[config.mk]
export PLATFORM = sky130hd
export DESIGN_NAME = knn_select_flat
export DESIGN_NICKNAME = d
export VERILOG_FILES = /design/src/rtl/knn_select_if.sv /design/src/rtl/knn_select.sv /design/src/flat_wrapper.sv
export SDC_FILE = /design/constraint.sdc
export NUM_CORES = 2
export LEC_CHECK = 0
export BUFFER_PORTS_ARGS = -buffer_cell sky130_fd_sc_hd__buf_2
export CAP_MARGIN = 20
export CORE_MARGIN = 1.5
export CORE_UTILIZATION = 35
export DETAILED_ROUTE_END_ITERATION = 7
export SYNTH_ARGS = -nofsm -noshare
export SYNTH_HDL_FRONTEND = slang
export SYNTH_SLANG_ARGS = --single-unit
export TNS_END_PERCENT = 5
[constraint.sdc]
create_clock -name clk -period 7.5 [get_ports clk]
set_clock_uncertainty 0.15 [all_clocks]
set_input_delay 0.375 -clock clk [delete_from_list [all_inputs] [get_ports clk]]
set_output_delay 0.375 -clock clk [all_outputs]
set_load 0.05 [all_outputs]
[src/rtl/knn_select_if.sv]
// Sample stream into knn_select: packed {dx, dy} differences plus a training-point label.
// Handshake: a sample transfers on a rising clk edge where valid && ready; the master
// holds diff/label stable while valid is high, and ready may drop without notice.
interface knn_select_if #(
  parameter int LABEL_W = 4
);
  logic               valid;
  logic               ready;
  logic [31:0]        diff;
  logic [LABEL_W-1:0] label;

  modport master (output valid, output diff, output label, input ready);
  modport slave  (input valid, input diff, input label, output ready);
endinterface

[src/rtl/knn_select.sv]
// K-nearest-neighbour selector: squares per-axis differences, keeps a sorted list of the K
// closest points. Define KNN_VOTE_EN to build the majority-vote FSM and its ports.
module knn_select #(
  parameter int K       = 4,
  parameter int LABEL_W = 4,
  parameter int IDX_W   = 4
) (
  input  logic               clk,
  input  logic               rst,
  input  logic               clear,
  knn_select_if.slave        smp,
  output logic [IDX_W:0]     count,
  input  logic [IDX_W-1:0]   rd_idx,
  output logic [31:0]        rd_dist,
  output logic [LABEL_W-1:0] rd_label
`ifdef KNN_VOTE_EN
  ,
  input  logic               vote_start,
  output logic               vote_done,
  output logic [LABEL_W-1:0] vote_label,
  output logic [1:0]         vote_state
`endif
);

  localparam int CNT_W = IDX_W + 1;
  localparam logic [31:0] EMPTY_DIST = 32'hFFFF_FFFF;

  // ---------------------------------------------------------------------------
  // Stage 1: squared distance
  // ---------------------------------------------------------------------------
  logic               accept;
  logic signed [15:0] dx;
  logic signed [15:0] dy;
  logic signed [31:0] dx_sq;
  logic signed [31:0] dy_sq;
  logic [31:0]        sq_sum;

  logic               s1_valid;
  logic [31:0]        s1_dist;
  logic [LABEL_W-1:0] s1_label;

  assign accept = smp.valid && smp.ready;
  assign dx     = smp.diff[31:16];
  assign dy     = smp.diff[15:0];
  assign dx_sq  = dx * dx;
  assign dy_sq  = dy * dy;
  // Each square is at most 2**30, so the unsigned sum cannot wrap.
  assign sq_sum = $unsigned(dx_sq) + $unsigned(dy_sq);

  always_ff @(posedge clk) begin
    if (rst || clear) begin
      s1_valid <= 1'b0;
    end else begin
      s1_valid <= accept;
    end
    if (accept) begin
      s1_dist  <= sq_sum;
      s1_label <= smp.label;
    end
  end

  // ---------------------------------------------------------------------------
  // Stage 2: sorted insertion
  // ---------------------------------------------------------------------------
  logic [31:0]        dist_q  [K];
  logic [LABEL_W-1:0] label_q [K];
  logic [31:0]        dist_d  [K];
  logic [LABEL_W-1:0] label_d [K];
  logic [CNT_W-1:0]   count_q;
  logic [CNT_W-1:0]   count_d;
  logic [K-1:0]       ins;

  // ins[i]: the new sample belongs at or before slot i. Strict compare keeps ties stable.
  always_comb begin
    ins     = '0;
    dist_d  = dist_q;
    label_d = label_q;
    count_d = count_q;
    for (int i = 0; i < K; i++) begin
      ins[i] = (CNT_W'(i) >= count_q) || (s1_dist < dist_q[i]);
    end
    if (s1_valid) begin
      if (ins[0]) begin
        dist_d[0]  = s1_dist;
        label_d[0] = s1_label;
      end
      for (int i = 1; i < K; i++) begin
        if (ins[i]) begin
          if (ins[i-1]) begin
            dist_d[i]  = dist_q[i-1];
            label_d[i] = label_q[i-1];
          end else begin
            dist_d[i]  = s1_dist;
            label_d[i] = s1_label;
          end
        end
      end
      if (count_q < CNT_W'(K)) begin
        count_d = count_q + CNT_W'(1);
      end
    end
  end

  always_ff @(posedge clk) begin
    if (rst || clear) begin
      for (int i = 0; i < K; i++) begin
        dist_q[i]  <= EMPTY_DIST;
        label_q[i] <= '0;
      end
      count_q <= '0;
    end else begin
      dist_q  <= dist_d;
      label_q <= label_d;
      count_q <= count_d;
    end
  end

  assign count = count_q;

  always_comb begin
    rd_dist  = EMPTY_DIST;
    rd_label = '0;
    for (int i = 0; i < K; i++) begin
      if ((IDX_W'(i) == rd_idx) && (CNT_W'(i) < count_q)) begin
        rd_dist  = dist_q[i];
        rd_label = label_q[i];
      end
    end
  end

`ifdef KNN_VOTE_EN
  // ---------------------------------------------------------------------------
  // Majority vote: tally kept labels, then scan for the highest tally
  // ---------------------------------------------------------------------------
  localparam int NLAB = 2 ** LABEL_W;

  typedef enum logic [1:0] {
    V_IDLE  = 2'd0,
    V_TALLY = 2'd1,
    V_PICK  = 2'd2,
    V_DONE  = 2'd3
  } vote_state_t;

  vote_state_t        state_q;
  vote_state_t        state_d;
  logic [4:0]         tally [NLAB];
  logic [IDX_W-1:0]   tidx;
  logic [LABEL_W-1:0] pidx;
  logic [CNT_W-1:0]   vote_n;
  logic [4:0]         best_cnt;
  logic [LABEL_W-1:0] best_label;
  logic [LABEL_W-1:0] cur_label;
  logic               tally_last;
  logic               pick_better;

  assign smp.ready   = !clear && (state_q == V_IDLE);
  assign vote_done   = (state_q == V_DONE);
  assign vote_state  = state_q;
  assign tally_last  = (CNT_W'(tidx) + CNT_W'(1)) == vote_n;
  assign pick_better = tally[pidx] > best_cnt;

  always_comb begin
    cur_label = '0;
    for (int i = 0; i < K; i++) begin
      if (IDX_W'(i) == tidx) begin
        cur_label = label_q[i];
      end
    end
  end

  always_ff @(posedge clk) begin
    if (rst) begin
      state_q <= V_IDLE;
    end else begin
      state_q <= state_d;
    end
  end

  always_comb begin
    state_d = state_q;
    case (state_q)
      V_IDLE:  if (vote_start) state_d = (count_q == '0) ? V_PICK : V_TALLY;
      V_TALLY: if (tally_last) state_d = V_PICK;
      V_PICK:  if (&pidx) state_d = V_DONE;
      V_DONE:  state_d = V_IDLE;
      default: state_d = V_IDLE;
    endcase
    if (clear) begin
      state_d = V_IDLE;
    end
  end

  always_ff @(posedge clk) begin
    if (rst || clear) begin
      for (int i = 0; i < NLAB; i++) begin
        tally[i] <= '0;
      end
      tidx       <= '0;
      pidx       <= '0;
      vote_n     <= '0;
      best_cnt   <= '0;
      best_label <= '0;
      vote_label <= '0;
    end else begin
      case (state_q)
        V_IDLE: begin
          if (vote_start) begin
            for (int i = 0; i < NLAB; i++) begin
              tally[i] <= '0;
            end
            tidx       <= '0;
            pidx       <= '0;
            vote_n     <= count_q;
            best_cnt   <= '0;
            best_label <= '0;
          end
        end
        V_TALLY: begin
          tally[cur_label] <= tally[cur_label] + 5'd1;
          tidx             <= tidx + IDX_W'(1);
        end
        V_PICK: begin
          if (pick_better) begin
            best_cnt   <= tally[pidx];
            best_label <= pidx;
          end
          pidx <= pidx + LABEL_W'(1);
          if (&pidx) begin
            vote_label <= pick_better ? pidx : best_label;
          end
        end
        default: begin
        end
      endcase
    end
  end
`else
  assign smp.ready = !clear;
`endif

endmodule

[src/flat_wrapper.sv]
// flat-port wrapper written by rule: the top's interface ports become plain ports
module knn_select_flat 
#(
  parameter int K       = 4,
  parameter int LABEL_W = 4,
  parameter int IDX_W   = 4
)
  (clk, rst, clear, count, rd_idx, rd_dist, rd_label, smp_valid, smp_diff, smp_label, smp_ready);
  knn_select_if #(.LABEL_W(LABEL_W)) smp_i ();
  input  logic clk;
  input  logic rst;
  input  logic clear;
  output logic [IDX_W:0] count;
  input  logic [IDX_W-1:0] rd_idx;
  output logic [31:0] rd_dist;
  output logic [LABEL_W-1:0] rd_label;
  input wire logic [$bits(smp_i.valid)-1:0] smp_valid;
  input wire logic [$bits(smp_i.diff)-1:0] smp_diff;
  input wire logic [$bits(smp_i.label)-1:0] smp_label;
  output wire logic [$bits(smp_i.ready)-1:0] smp_ready;
  assign smp_i.valid = smp_valid;
  assign smp_i.diff = smp_diff;
  assign smp_i.label = smp_label;
  assign smp_ready = smp_i.ready;
  knn_select #(.K(K), .LABEL_W(LABEL_W), .IDX_W(IDX_W)) u_core (.clk(clk), .rst(rst), .clear(clear), .smp(smp_i), .count(count), .rd_idx(rd_idx), .rd_dist(rd_dist), .rd_label(rd_label));
endmodule
---- Word level (Yosys, flattened, before mapping) ----
Cells that the tools add are included.
W data, S select, Z words.
storage, ports and cells
  bits in registers ....................... 186
  input port bits ......................... 44
cells by class
  equal/unequal tests ..................... 3
  reduce and logical (&&, ||, !) cells .... 17
  magnitude comparators ................... 13
  multipliers ............................. 2
  multiplexer cells ....................... 14
  $add $sub $neg .......................... 2
operators with widths
  kind                   count
  $mux W32               7
  $lt A32 B32 Y1         4
  $mul A16 B16 Y32       2
  $add A32 B32 Y32       1
  $mux W4                7
  $ge A1 B5 Y1 const A   2
  $ge A2 B5 Y1 const A   2
  $lt A1 B5 Y1 const A   2
  $lt A2 B5 Y1 const A   2
  $reduce_and A2 Y1      5
  $eq A2 B4 Y1 const A   2
  $add A5 B1 Y5 const B  1
  $logic_and A1 B1 Y1    5
  $logic_or A1 B1 Y1     5
  $lt A5 B3 Y1 const B   1
  $eq A1 B4 Y1 const A   1
  $logic_not A4 Y1       1
  $logic_not A1 Y1       1

---- Logic depth before layout (Yosys ltp) ----
  depth after elaboration ................. 6
  depth in mapped cells ................... 28

---- Least setup slack after synthesis ----
No wires, ideal clock.
  kind .................................... input to register
  start point ............................. input smp_diff[18]
  end point ............................... register u_core.s1_dist[30], data pin
  stages on the path ...................... 23
  slack ................................... 119 ps
  data arrival time ....................... 6973 ps
  library setup time ...................... 258 ps
  data required time ...................... 7092 ps
  cell sequence ........................... clkbuf_1 clkbuf_1 nand2_1 fa_1 fa_1 inv_1 fa_1 inv_1 fa_1 fa_1 fa_1 fa_1 fa_1 inv_1 ha_1 nand2_1 a2111oi_0 nand4_1 nand3b_1 o211ai_1 o21ai_1 a311o_1 xor2_1
on the way
  word-level cells in the longest chain between the ends .. 2
ends and longest elaborated chain
  item                   line                text
  from (decl)            flat_wrapper.sv:18  input wire logic [$bits(smp_i.diff)-1:0] smp_diff;
  $mul A16 B16 Y32       knn_select.sv:45    assign dx_sq = dx * dx;
  $add A32 B32 Y32       knn_select.sv:48    assign sq_sum = $unsigned(dx_sq) + $unsigned(dy_sq);
  net u_core.sq_sum[30]  knn_select.sv:36    logic [31:0] sq_sum;
  to (signal assigned)   knn_select.sv:57    s1_dist <= sq_sum;
  to (decl)              knn_select.sv:39    logic [31:0] s1_dist;
The timed path passes the listed nets, and every way through them passes these cells.
A chain may end at the register's enable or synchronous reset.

---- Final worst setup path ----
  start point ............................. input smp_diff[27]
  end point ............................... register u_core.s1_dist[30], data pin
Same word-level chain as after synthesis.

==> results.toml <==
[final_layout]
final_util = 0.387
final_nets = 3945
area.growth.synth_to_final_pct = 9.06
stdcell_area_sq_um = 31400
nFillCells = 8144
mostFrequentLayoutCell = "inv_1"
final_cell_mix = "821 x inv_1, 522 x fa_1, 274 x ha_1"
drive_above_1_share = 0.0840

[detailed_routing]
antenna_left = 0
routed_wl_mm = 74.5
drtIter0Drc = 1041
avgViaCountPerCell = 4.90
drt_first_pass_iters = 5
vias = 20500
wl_per_cell_um = 17.8
drc = 0

[global_route]
overflow = 0
grt_pass1_wl_mm = 119
grt_usage = 0.182
antenna_found_initial = 0
grt_pass1_vias = 21200
grt_start_max_net_pins = 48

[clock_network]
cts_buffers = 17
cts_max_level = 4
clk_pin_slew_worst_paths_ns = 0.07
cts_tree = "built"
cts_sinks = 186
post_cts_resized = 0
cts_max_path_buffers = 2
clockRootBuffer = "clkbuf_16"
clk_latency_ns = 0.44

[setup_path]
worstPathCellList = "buf_2, inv_1, nor2_1, inv_1, fa_1, inv_1, fa_1, inv_1, fa_1, fa_1, fa_1, fa_1, fa_1, fa_1, inv_1, ha_1, a21o_1, a31oi_1, a311oi_1, nand3b_1, o211ai_1, o21ai_1, a311o_1, xor2_1"
crit_path_frequent_cell = "fa_1"
crit_fanout = 8
end_kind = "register"
worstPathRequired_ns = 7.54
critPathArrivalTime_ns = 7.13
critPathLaunchType = "primary input"
crit_path_top_delay_cell = "fa_1"
path_class = "in -> reg"
slowest_delay_ns = 0.58
r2r_start = "u_core.s1_dist[17]$_DFFE_PP_"
crit_path_start = "smp_diff[27]"

[logic_synthesis]
yosysTopAreaCell = "fa_1"
synth-edff-count = 36
syn-mean-instance-area_sq_um = 9.54
async_flop_share = 0
synthDistinctLibCells = 66
synth_ff_type = "dfxtp_1"
ys_seq_area_frac = 0.142
synthCells = 3013
synth_area_sq_um = 28800
synth_top_area_share = 0.363
ys_warn_count = 0
synth_nets = 3853
synth.ff_latch_count = 186
ys_top_cells_by_area = "fa_1 36%, ha_1 12%, inv_1 11%"

[worst_hold_path]
hp-start = "smp_label[0]"
min_path_type = "in -> reg"

[sta]
worst_slew_pin_slew_ns = 0.824
fin_crit_ns = 7.08
max_freq_ghz = 0.141
rsz0062_at_grt = "no"
period_share = 0.944
holdWs_ns = 0.00268
hold_viol_final = 0
slew_headroom = 0.451
setup_viol = 0
final_max_slew_viol_count = 0

[floorplan]
die_area_sq_um = 83900
floorplan.die.width_um = 290
die_h_um = 290
core_sq_um = 80900
start_util = 0.355
io_pins = 86
rows = 104

[placed_design]
place_congestion = 0.893
place_area_sq_um = 30800
io_buffer_count = 85
hpwl_mm = 61.2

[status]
status = "finished, final reports clean"

[flow_run]
drv_cap = 0
[state kept, by name (all words and copies together), names as in the netlist]
name,cells
u_core.s1_valid,1
u_core.count,5
u_core.dist_q,128
u_core.s1_dist,32
u_core.label_q,16
u_core.s1_label,4
[worst max-delay path: cells and delay by family]
family / cells / cell delay (ns)
buffers and inverters: 6 / 0.56
adders and majority gates: 9 / 4.37
and+or+nand+nor: 2 / 0.44
xor gates and xnor gates: 1 / 0.15
AOI/OAI and AO/OA: 6 / 1.22
[through the flow]
step                      cells  TNS, ns  setup slack (ns)
after floorplan            3013        0             0.119
after global placement     4143        0            0.0462
after detailed placement   4143   -0.151           -0.0677
after CTS                  4176        0             0.404
after global routing       4178        0            0.0374
final                      4179        0             0.417
[cells by family (layout without fill, tap and decap cells)]
family | Yosys count | in the layout | share of synthesized area
XOR/XNOR | 59 | 59 | 0.0180
multiplexers | 112 | 112 | 0.0392
other | 1 | 2 | 0.000130
adder cells (fa/ha/maj) | 796 | 796 | 0.483
AND/OR/NAND/NOR | 516 | 516 | 0.0865
AO/OA/AOI/OAI | 413 | 413 | 0.107
flip-flops | 186 | 186 | 0.142
buffers and inverters | 930 | 1035 | 0.125
[cell type report]
| cell class | count | area (sq um) | share of cell area |
|---|---|---|---|
| multi-input cells | 1897 | 21100 | 0.674 |
| flip-flops and latches | 186 | 4080 | 0.130 |
| inverters | 822 | 3090 | 0.0984 |
| well taps | 1060 | 1330 | 0.0423 |
| repair buffers | 181 | 1160 | 0.0371 |
| clock buffers | 22 | 475 | 0.0152 |
| clock inverters | 10 | 85.1 | 0.00271 |
| diodes | 1 | 2.50 | 0.0000798 |
[synth_stat cells, types with 21 or more instances]
cell type and number:
and2_1 99, nor3_1 41, o211ai_1 41, xnor2_1 45, a21oi_1 101, inv_1 821, a2bb2oi_1 34, a21o_1 21
mux2i_1 106, nor2_1 62, fa_1 522, o22ai_1 32, a221oi_1 35, ha_1 274, clkbuf_1 74, nand2_1 216
o21ai_0 28, a211oi_1 25, dfxtp_1 150, a2bb2oi_2 31, edfxtp_1 36
[worst paths after layout]
kind                                     to  slack [ns]  depth (start not counted)
min reg2reg  u_core.label_q[8]$_SDFFE_PP0P_        0.33                          2
max            u_core.s1_dist[30]$_DFFE_PP_        0.42                         24
max reg2reg  u_core.dist_q[51]$_SDFFE_PP1P_        3.44                         10
min            u_core.s1_label[0]$_DFFE_PP_       0.003                          1
[layer usage]
layer	up-vias	GRT usage	share of wire
met3	71	0.0123	0.040
met4	0	0.0387	0.019
met1	10300	0.258	0.47
met5	-	0	0
met2	485	0.304	0.47
li1	9627	-	-
[repair_timing]
action                     CTS  global route
setup endpoints to repair    0             0
hold endpoints to repair     1             1
setup buffers                0             0
hold buffers                 1             1
Power is left out: the tool's default activity adds up to more than one toggle a clock period on the data nets, which glitch-free logic cannot reach.
